`src/rtl/viterbi_acs_if.sv`:
```
// rtl/viterbi_acs_if.sv - symbol in / metric-update out bundle for the Viterbi ACS bank
//
// Purpose: groups the symbol input and update output signals of viterbi_acs_bank.
// Ports (signals):
//   start, in_valid      frame restart and symbol-valid strobes (master -> slave)
//   sym0, sym1           received soft values, SD_W bits each (master -> slave)
//   out_valid            update strobe (slave -> master)
//   pm_out               NS*PM_W path metrics, state s at [s*PM_W +: PM_W]
//   dec_bits             NS survivor decisions, best_state K-1 bits, norm_evt 1 bit
interface viterbi_acs_if #(
    parameter int K    = 3,
    parameter int SD_W = 1,
    parameter int PM_W = 7
);
    localparam int NS = 1 << (K - 1);

    logic                 start;
    logic                 in_valid;
    logic [SD_W-1:0]      sym0;
    logic [SD_W-1:0]      sym1;
    logic                 out_valid;
    logic [NS*PM_W-1:0]   pm_out;
    logic [NS-1:0]        dec_bits;
    logic [K-2:0]         best_state;
    logic                 norm_evt;

    modport master (
        output start, in_valid, sym0, sym1,
        input  out_valid, pm_out, dec_bits, best_state, norm_evt
    );

    modport slave (
        input  start, in_valid, sym0, sym1,
        output out_valid, pm_out, dec_bits, best_state, norm_evt
    );
endinterface

```
`src/rtl/viterbi_acs_bank.sv`:
```
// rtl/viterbi_acs_bank.sv - registered parallel add-compare-select bank for a rate-1/2 Viterbi decoder
//
// Purpose: computes branch metrics from hard/soft symbols and updates all 2^(K-1)
// path metrics once per valid symbol, emitting survivor decisions and the best state.
// Ports:
//   clk     rising-edge clock
//   rst_n   asynchronous active-low reset
//   bus     viterbi_acs_if.slave: start/in_valid/sym0/sym1 in;
//           out_valid/pm_out/dec_bits/best_state/norm_evt out (all registered)
module viterbi_acs_bank #(
    parameter int K        = 3,
    parameter int G0       = 'b111,
    parameter int G1       = 'b101,
    parameter int SD_W     = 1,
    parameter int PM_W     = 7,
    parameter int INIT_PEN = 16
) (
    input  logic         clk,
    input  logic         rst_n,
    viterbi_acs_if.slave bus
);
    localparam int NS   = 1 << (K - 1);
    localparam int SW   = K - 1;
    localparam int BM_W = SD_W + 1;
    localparam logic [K-1:0] G0_V = K'(G0);
    localparam logic [K-1:0] G1_V = K'(G1);

    typedef logic [NS-1:0][PM_W-1:0] pm_vec_t;

    function automatic pm_vec_t init_metrics();
        pm_vec_t v;
        for (int s = 0; s < NS; s++) begin
            v[s] = (s == 0) ? '0 : PM_W'(INIT_PEN);
        end
        return v;
    endfunction

    localparam pm_vec_t PM_INIT = init_metrics();

    // Expected bit 1 costs (2^SD_W-1) - sym, which is simply the bitwise inverse.
    function automatic logic [BM_W-1:0] branch_metric(input logic [K-1:0]    label,
                                                      input logic [SD_W-1:0] y0,
                                                      input logic [SD_W-1:0] y1);
        logic [SD_W-1:0] b0;
        logic [SD_W-1:0] b1;
        b0 = (^(label & G0_V)) ? ~y0 : y0;
        b1 = (^(label & G1_V)) ? ~y1 : y1;
        return {1'b0, b0} + {1'b0, b1};
    endfunction

    pm_vec_t         pm_q, pm_d;
    logic [NS-1:0]   dec_q, dec_d;
    logic [SW-1:0]   best_q, best_d;
    logic            out_valid_q, out_valid_d;
    logic            norm_q, norm_d;

    pm_vec_t         pm_base;
    pm_vec_t         pm_new;
    logic [NS-1:0]   dec_new;
    logic [SW-1:0]   best_new;
    logic            all_msb;

    always_comb begin
        logic [SW-1:0]   sv;
        logic [SW-1:0]   p0;
        logic [SW-1:0]   p1;
        logic [PM_W-1:0] m0;
        logic [PM_W-1:0] m1;
        logic [PM_W-1:0] sel;
        logic [PM_W-1:0] min_v;

        // A frame restart feeds the initial metrics straight into this update.
        pm_base  = bus.start ? PM_INIT : pm_q;
        pm_new   = '0;
        dec_new  = '0;
        all_msb  = 1'b1;
        best_new = '0;

        for (int s = 0; s < NS; s++) begin
            sv  = SW'(s);
            // Predecessors share s's low K-2 bits shifted up; masking makes K=2 yield 0/1.
            p0  = SW'((s << 1) & (NS - 1));
            p1  = p0 | SW'(1);
            m0  = pm_base[p0] + PM_W'(branch_metric({sv[SW-1], p0}, bus.sym0, bus.sym1));
            m1  = pm_base[p1] + PM_W'(branch_metric({sv[SW-1], p1}, bus.sym0, bus.sym1));
            if (m1 < m0) begin
                sel        = m1;
                dec_new[s] = 1'b1;
            end else begin
                sel = m0;
            end
            pm_new[s] = sel;
            all_msb   = all_msb & sel[PM_W-1];
        end

        // Every survivor is at least 2^(PM_W-1): subtract that from all of them.
        if (all_msb) begin
            for (int s = 0; s < NS; s++) begin
                pm_new[s][PM_W-1] = 1'b0;
            end
        end

        // Strict compare in ascending order keeps the lowest index on ties.
        min_v = pm_new[0];
        for (int s = 1; s < NS; s++) begin
            if (pm_new[s] < min_v) begin
                min_v    = pm_new[s];
                best_new = SW'(s);
            end
        end
    end

    always_comb begin
        pm_d        = pm_q;
        dec_d       = dec_q;
        best_d      = best_q;
        out_valid_d = 1'b0;
        norm_d      = 1'b0;
        if (bus.in_valid) begin
            pm_d        = pm_new;
            dec_d       = dec_new;
            best_d      = best_new;
            out_valid_d = 1'b1;
            norm_d      = all_msb;
        end else if (bus.start) begin
            pm_d   = PM_INIT;
            best_d = '0;
        end
    end

    always_ff @(posedge clk or negedge rst_n) begin
        if (!rst_n) begin
            pm_q        <= PM_INIT;
            dec_q       <= '0;
            best_q      <= '0;
            out_valid_q <= 1'b0;
            norm_q      <= 1'b0;
        end else begin
            pm_q        <= pm_d;
            dec_q       <= dec_d;
            best_q      <= best_d;
            out_valid_q <= out_valid_d;
            norm_q      <= norm_d;
        end
    end

    assign bus.pm_out     = pm_q;
    assign bus.dec_bits   = dec_q;
    assign bus.best_state = best_q;
    assign bus.out_valid  = out_valid_q;
    assign bus.norm_evt   = norm_q;
endmodule

```
`src/flat_wrapper.sv`:
```
// flat-port wrapper written by rule: the top's interface ports become plain ports
module viterbi_acs_bank_flat 
#(
    parameter int K        = 3,
    parameter int G0       = 'b111,
    parameter int G1       = 'b101,
    parameter int SD_W     = 1,
    parameter int PM_W     = 7,
    parameter int INIT_PEN = 16
)
  (clk, rst_n, bus_start, bus_in_valid, bus_sym0, bus_sym1, bus_out_valid, bus_pm_out, bus_dec_bits, bus_best_state, bus_norm_evt);
  viterbi_acs_if #(.K(K), .SD_W(SD_W), .PM_W(PM_W)) bus_i ();
  input  logic clk;
  input  logic rst_n;
  input wire logic [$bits(bus_i.start)-1:0] bus_start;
  input wire logic [$bits(bus_i.in_valid)-1:0] bus_in_valid;
  input wire logic [$bits(bus_i.sym0)-1:0] bus_sym0;
  input wire logic [$bits(bus_i.sym1)-1:0] bus_sym1;
  output wire logic [$bits(bus_i.out_valid)-1:0] bus_out_valid;
  output wire logic [$bits(bus_i.pm_out)-1:0] bus_pm_out;
  output wire logic [$bits(bus_i.dec_bits)-1:0] bus_dec_bits;
  output wire logic [$bits(bus_i.best_state)-1:0] bus_best_state;
  output wire logic [$bits(bus_i.norm_evt)-1:0] bus_norm_evt;
  assign bus_i.start = bus_start;
  assign bus_i.in_valid = bus_in_valid;
  assign bus_i.sym0 = bus_sym0;
  assign bus_i.sym1 = bus_sym1;
  assign bus_out_valid = bus_i.out_valid;
  assign bus_pm_out = bus_i.pm_out;
  assign bus_dec_bits = bus_i.dec_bits;
  assign bus_best_state = bus_i.best_state;
  assign bus_norm_evt = bus_i.norm_evt;
  viterbi_acs_bank #(.K(K), .G0(G0), .G1(G1), .SD_W(SD_W), .PM_W(PM_W), .INIT_PEN(INIT_PEN)) u_core (.clk(clk), .rst_n(rst_n), .bus(bus_i));
endmodule
```
`config.mk`:
```
export PLATFORM = sky130hd
export DESIGN_NAME = viterbi_acs_bank_flat
export DESIGN_NICKNAME = d
export VERILOG_FILES = /design/src/rtl/viterbi_acs_if.sv /design/src/rtl/viterbi_acs_bank.sv /design/src/flat_wrapper.sv
export SDC_FILE = /design/constraint.sdc
export NUM_CORES = 1
export LEC_CHECK = 0
export BUFFER_PORTS_ARGS = -buffer_cell sky130_fd_sc_hd__buf_2
export CORE_MARGIN = 10
export CORE_UTILIZATION = 37
export CTS_CLUSTER_DIAMETER = 50
export CTS_CLUSTER_SIZE = 24
export DETAILED_ROUTE_END_ITERATION = 10
export HOLD_SLACK_MARGIN = 0.15
export PLACE_DENSITY_LB_ADDON = 0.12
export SYNTH_ARGS = -nofsm -noshare
export SYNTH_HDL_FRONTEND = slang
export SYNTH_SLANG_ARGS = --single-unit
```
`constraint.sdc`:
```
create_clock -name clk -period 16.5 [get_ports clk]
set_clock_uncertainty 0.1 [all_clocks]
set_input_delay 2.475 -clock clk [delete_from_list [all_inputs] [get_ports clk]]
set_output_delay 2.475 -clock clk [all_outputs]
set_load 0.05 [all_outputs]
```
* After elaboration in Yosys (flattened, before gate mapping) *
Cells that the tools add are included.

operators by class
  magnitude comparators = 7
  $add $sub $neg = 12
  mux-type cells = 23
  bitwise operators = 5
  reductions and logical operators = 1

operators by type and width
  kind                  number
  adder 7 x 2 -> 7 bit  8
  two-way mux 28 bit    2
  < comparator 7 bit    7
  two-way mux 7 bit     6
  two-way mux 1 bit     11
  adder 1 x 1 -> 2 bit  4
  two-way mux 2 bit     4
  bitwise AND 1 bit     3
  NOT 1 bit             2
  nonzero test 2 bit    1

word-level totals
  output and inout bits = 36
  logic and storage cells = 56
  register bits after elaboration = 36

* Longest topological paths before layout *
  word-level depth = 16
  depth in mapped cells = 45
  mapped depth without buffers = 42

* Worst setup path after synthesis *
Ideal clock, no wire load.

  path kind = input port to flip-flop
  start point = input bus_start
  end point = register u_core.best_q[1] (netlist: u_core.bus.best_state[1])
  stages on the path = 41
  data required time = 16.323 ns
  path slack = 5.418 ns
  buffers on the path = 4
  library setup time = 0.077 ns
  data arrival time = 10.905 ns
  path through = clkbuf_1 > buf_1 > clkbuf_1 > clkbuf_1 > nor2b_1 > ha_1 > fa_1 > nand3_1 > xor2_1 > or2_1 > inv_1 > ha_1 > nand2_1 > nor4_1 > a211oi_1 > and2_1 > mux2_2 > or4b_4 > (+5 left out) > inv_1 > a211o_1 > o21ai_4 > mux2_2 > ha_1 > nand4_1 > or2_2 > a31oi_1 > nor2_1 > o21a_1 > ha_1 > o21ai_0 > nand2b_1 > a21oi_1 > nor2_1 > a21boi_0 > a211o_1 > a21oi_1

on the way
  cells in the longest elaborated chain, start to end = 15
  elaborated cells on any way between the ends = 33
  those cells by class = 8 x add/sub; 7 x order compare; 14 x mux; 3 x bitwise; 1 x reduce/logical

RTL lines
  element                                  RTL line                                        source
  from (decl)                              flat_wrapper.sv:15                              input wire logic [$bits(bus_i.start)-1:0] bus_start;
  two-way mux 28 bit                       --
  adder 7 x 2 -> 7 bit (on tied branches)  viterbi_acs_bank.sv:85, viterbi_acs_bank.sv:84
  < comparator 7 bit                       viterbi_acs_bank.sv:86                          if (m1 < m0) begin
  two-way mux 7 bit                        viterbi_acs_bank.sv:86
  bitwise AND 1 bit (3 in a row)           viterbi_acs_bank.sv:93                          all_msb = all_msb & sel[PM_W-1];
  two-way mux 1 bit                        viterbi_acs_bank.sv:97                          if (all_msb) begin
  < comparator 7 bit                       viterbi_acs_bank.sv:106                         if (pm_new[s] < min_v) begin
  two-way mux 7 bit                        viterbi_acs_bank.sv:106
  < comparator 7 bit                       viterbi_acs_bank.sv:106
  two-way mux 7 bit                        viterbi_acs_bank.sv:106
  < comparator 7 bit                       viterbi_acs_bank.sv:106
  two-way mux 2 bit                        viterbi_acs_bank.sv:106
  two-way mux 2 bit                        viterbi_acs_bank.sv:119                         if (bus.in_valid) begin
  to (signal assigned)                     viterbi_acs_bank.sv:141                         best_q <= best_d;
  to (decl)                                viterbi_acs_bank.sv:53                          logic [SW-1:0] best_q, best_d;

Several ways; a longest one is shown, not always the timed one.
A chain may end at the register's enable or synchronous reset.

* Worst setup path after layout *
Same ends and word-level chain as after synthesis.

==> reports/results.ini <==
[outcome]
status=finished clean

[synthesis]
yosysSeqAreaShare_pct=20.7
ys_seq_elements=36
syn-num-nets=600
yosys_most_used_dff=dfrtp_1
synth_top_area_share_pct=18.9
netlist_area_um2=4370
syn_area_per_cell_um2=8.13
ys_top_cells_by_area=dfrtp_1, ha_1, nor2_1
post_synth_num_cell_types=64
synth_cells=537
synth_top_area_cell=dfrtp_1
synth_edf_count=0
ys_warn_count=0
synth-async-reset-ratio_pct=100

[die]
die_w_um=129
fp.dieArea_um2=16500
rows=39
dieHeight_um=129
start_util_pct=38.1
core_um2=11500
boundaryPins=42

[sta]
max_slew.worst_pin.slew_ps=917
timing.final.crit_period_ps=11580
setup_viol=0
finalCritPeriodShare_pct=70.2
setup_ws_ps=4920
max_freq_mhz=86.3
slew_viol_final=0
max_slew_margin_pct=38.9
hold_ws_ps=389
rsz0062_at_grt=no
hold_viol_final=0
tns_ps=0

[place]
numPortBuffers=41
hpwl_mm=10.0
pre_cts_ws_ps=4800
gp_congestion=0.873

[power]
p_per_area_nw_per_um2=166
max-vdd-ir-drop_v=0.0000876
power_leakage_nw=2.28

[layout]
drive_gt1_share_pct=16.0
fill_cells=1146
antennaDiodeCount=0
fin_nets=623
final_common_cell=nor2_1
areaGrowthSynthToFinish_pct=10.3
layout_common_cells=nor2_1, ha_1, nand2_1

[worst_setup_path]
required_ps=16610
crit_top_cell=nor2_1
cpMaxStageDelayCell=inv_1
start_kind=input pin
cp_max_fo=48
worstSetupPathType=in -> reg
max_stage_delay_ps=730
crit_arrival_ps=11690
cp-end-kind=register

[job]
maxCapViolations=0

[clock_network]
cts.sinks=36
h-tree-depth=2
path_clk_slew_ps=50
numCtsBuffers=5
cts_tree=built
clk_latency_ps=290
holdBufCountCts=0
cts_setup_buffers=0
cts_buffer_depth=2
cts_root_buffer=clkbuf_16
cts.repair.resized=0

[detailed_routing]
vias=3980
remaining_drc_errors=0
viasPerCell=5.65
wl_per_cell_um=18.6
routed_wl_mm=13.1
drt_iter0_drc=311
ant_nets=0
dr.pass1.iters=5

[min_path]
hold_class=reg -> reg

[global_route]
antenna_found_initial=0
grt_pass1_wl_mm=21.2
grt_pass1_vias=3820
gr-total-overflow=0
groute.usage.overall_pct=16.0
grt_start_max_net_pins=49

-- flip-flops by register name, summed over array words and instances, names as in the netlist --
signal and cells:
u_core.bus.pm_out 28, u_core.bus.out_valid 1, u_core.bus.norm_evt 1, u_core.bus.dec_bits 4
u_core.bus.best_state 2
-- worst max-delay path, delay by kind of cell --
kind / cells / cell delay [ps]
AND/OR/NAND/NOR: 15 / 2600
buffers and inverters: 4 / 1170
multiplexers: 1 / 390
adder cells (fa/ha/maj): 5 / 1320
AO/OA/AOI/OAI: 14 / 3340
XOR/XNOR: 2 / 390
-- synthesized netlist by cell type, types with 3 or more instances --
| cell type | instances |
|---|---|
| dfrtp_1 | 33 |
| mux2_2 | 14 |
| a211o_1 | 3 |
| a21oi_1 | 39 |
| clkbuf_1 | 14 |
| xnor2_1 | 12 |
| nand3_1 | 7 |
| nand2b_1 | 12 |
| o211ai_1 | 4 |
| nor2b_1 | 8 |
| buf_2 | 8 |
| xor2_1 | 19 |
| a211oi_1 | 4 |
| o21a_1 | 9 |
| or3_1 | 3 |
| and3_1 | 5 |
| nand4_1 | 7 |
| a21o_1 | 23 |
| nand3b_1 | 7 |
| o21ai_0 | 27 |
| maj3_1 | 5 |
| or2_2 | 3 |
| nor3_1 | 7 |
| dfstp_2 | 3 |
| nand2_1 | 49 |
| inv_1 | 33 |
| and2_1 | 3 |
| o22ai_1 | 3 |
| a21bo_2 | 3 |
| nor2_1 | 56 |
| mux2i_1 | 12 |
| ha_1 | 55 |
| o21ai_1 | 3 |
| or2_1 | 3 |
| a31oi_1 | 4 |
-- layer usage --
metal  vias up  global-route usage [%]  wire length [µm]
met5         -                       0                 0
met4         0                    3.54               161
met3        16                    2.42               711
met2       126                    24.3              5710
met1      1895                    23.2              6510
li1       1943                       -                 -
-- through the flow --
stage | power, mW | instance area [µm²] | instances | util [%]
after global placement | 0.676 | 4630 | 696 | 40.4
after CTS | 0.803 | 4820 | 704 | 42.0
after global routing | 0.874 | 4820 | 704 | 42.0
final | 0.800 | 4820 | 704 | 42.0
after floorplan | 0.560 | 4370 | 537 | -
after detailed placement | 0.679 | 4630 | 696 | 40.4
-- final cells by class --
cell class	count	area, µm²	share of cell area [%]
Timing Repair Buffer	43	220	4.57
Multi-Input combinational cell	441	3210	66.6
Sequential cell	36	905	18.8
Tap cell	143	179	3.71
Clock buffer	7	153	3.17
Clock inverter	1	30.0	0.623
Inverter	33	124	2.57
-- power breakdown --
group / internal, mW / leakage [nW] / switching [mW]
combinational: 0.220 / 1.73 / 0.329
clock: 0.0797 / 0.0901 / 0.0401
sequential: 0.109 / 0.467 / 0.0227
-- cells by family (layout without fill, tap and decap cells) --
logic type / after synthesis / in the layout / share of synthesized area [%]
compound gates: 143 / 143 / 22.6
fa+ha+maj: 63 / 63 / 18.1
simple gates: 177 / 177 / 19.9
buf+inv: 60 / 84 / 5.82
mux: 27 / 27 / 6.71
xor+xnor: 31 / 31 / 6.22
flops: 36 / 36 / 20.7
-- final timing paths --
kind / startpoint / end / slack [ps] / cells past startpoint
max in group asynchronous: rst_n / u_core.bus.pm_out[10]$_DFF_PN0_ / 13500 / 1
max reg2reg: u_core.bus.pm_out[15]$_DFF_PN0_ / u_core.bus.best_state[1]$_DFFE_PN0P_ / 7300 / 37
max: bus_start / u_core.bus.best_state[1]$_DFFE_PN0P_ / 4920 / 41
min in group asynchronous: rst_n / u_core.bus.pm_out[15]$_DFF_PN0_ / 2220 / 1
min reg2reg: u_core.bus.dec_bits[3]$_DFFE_PN0P_ / u_core.bus.dec_bits[3]$_DFFE_PN0P_ / 390 / 2
min: u_core.bus.dec_bits[3]$_DFFE_PN0P_ / u_core.bus.dec_bits[3]$_DFFE_PN0P_ / 390 / 2
Power figures use the tool's default switching activity.
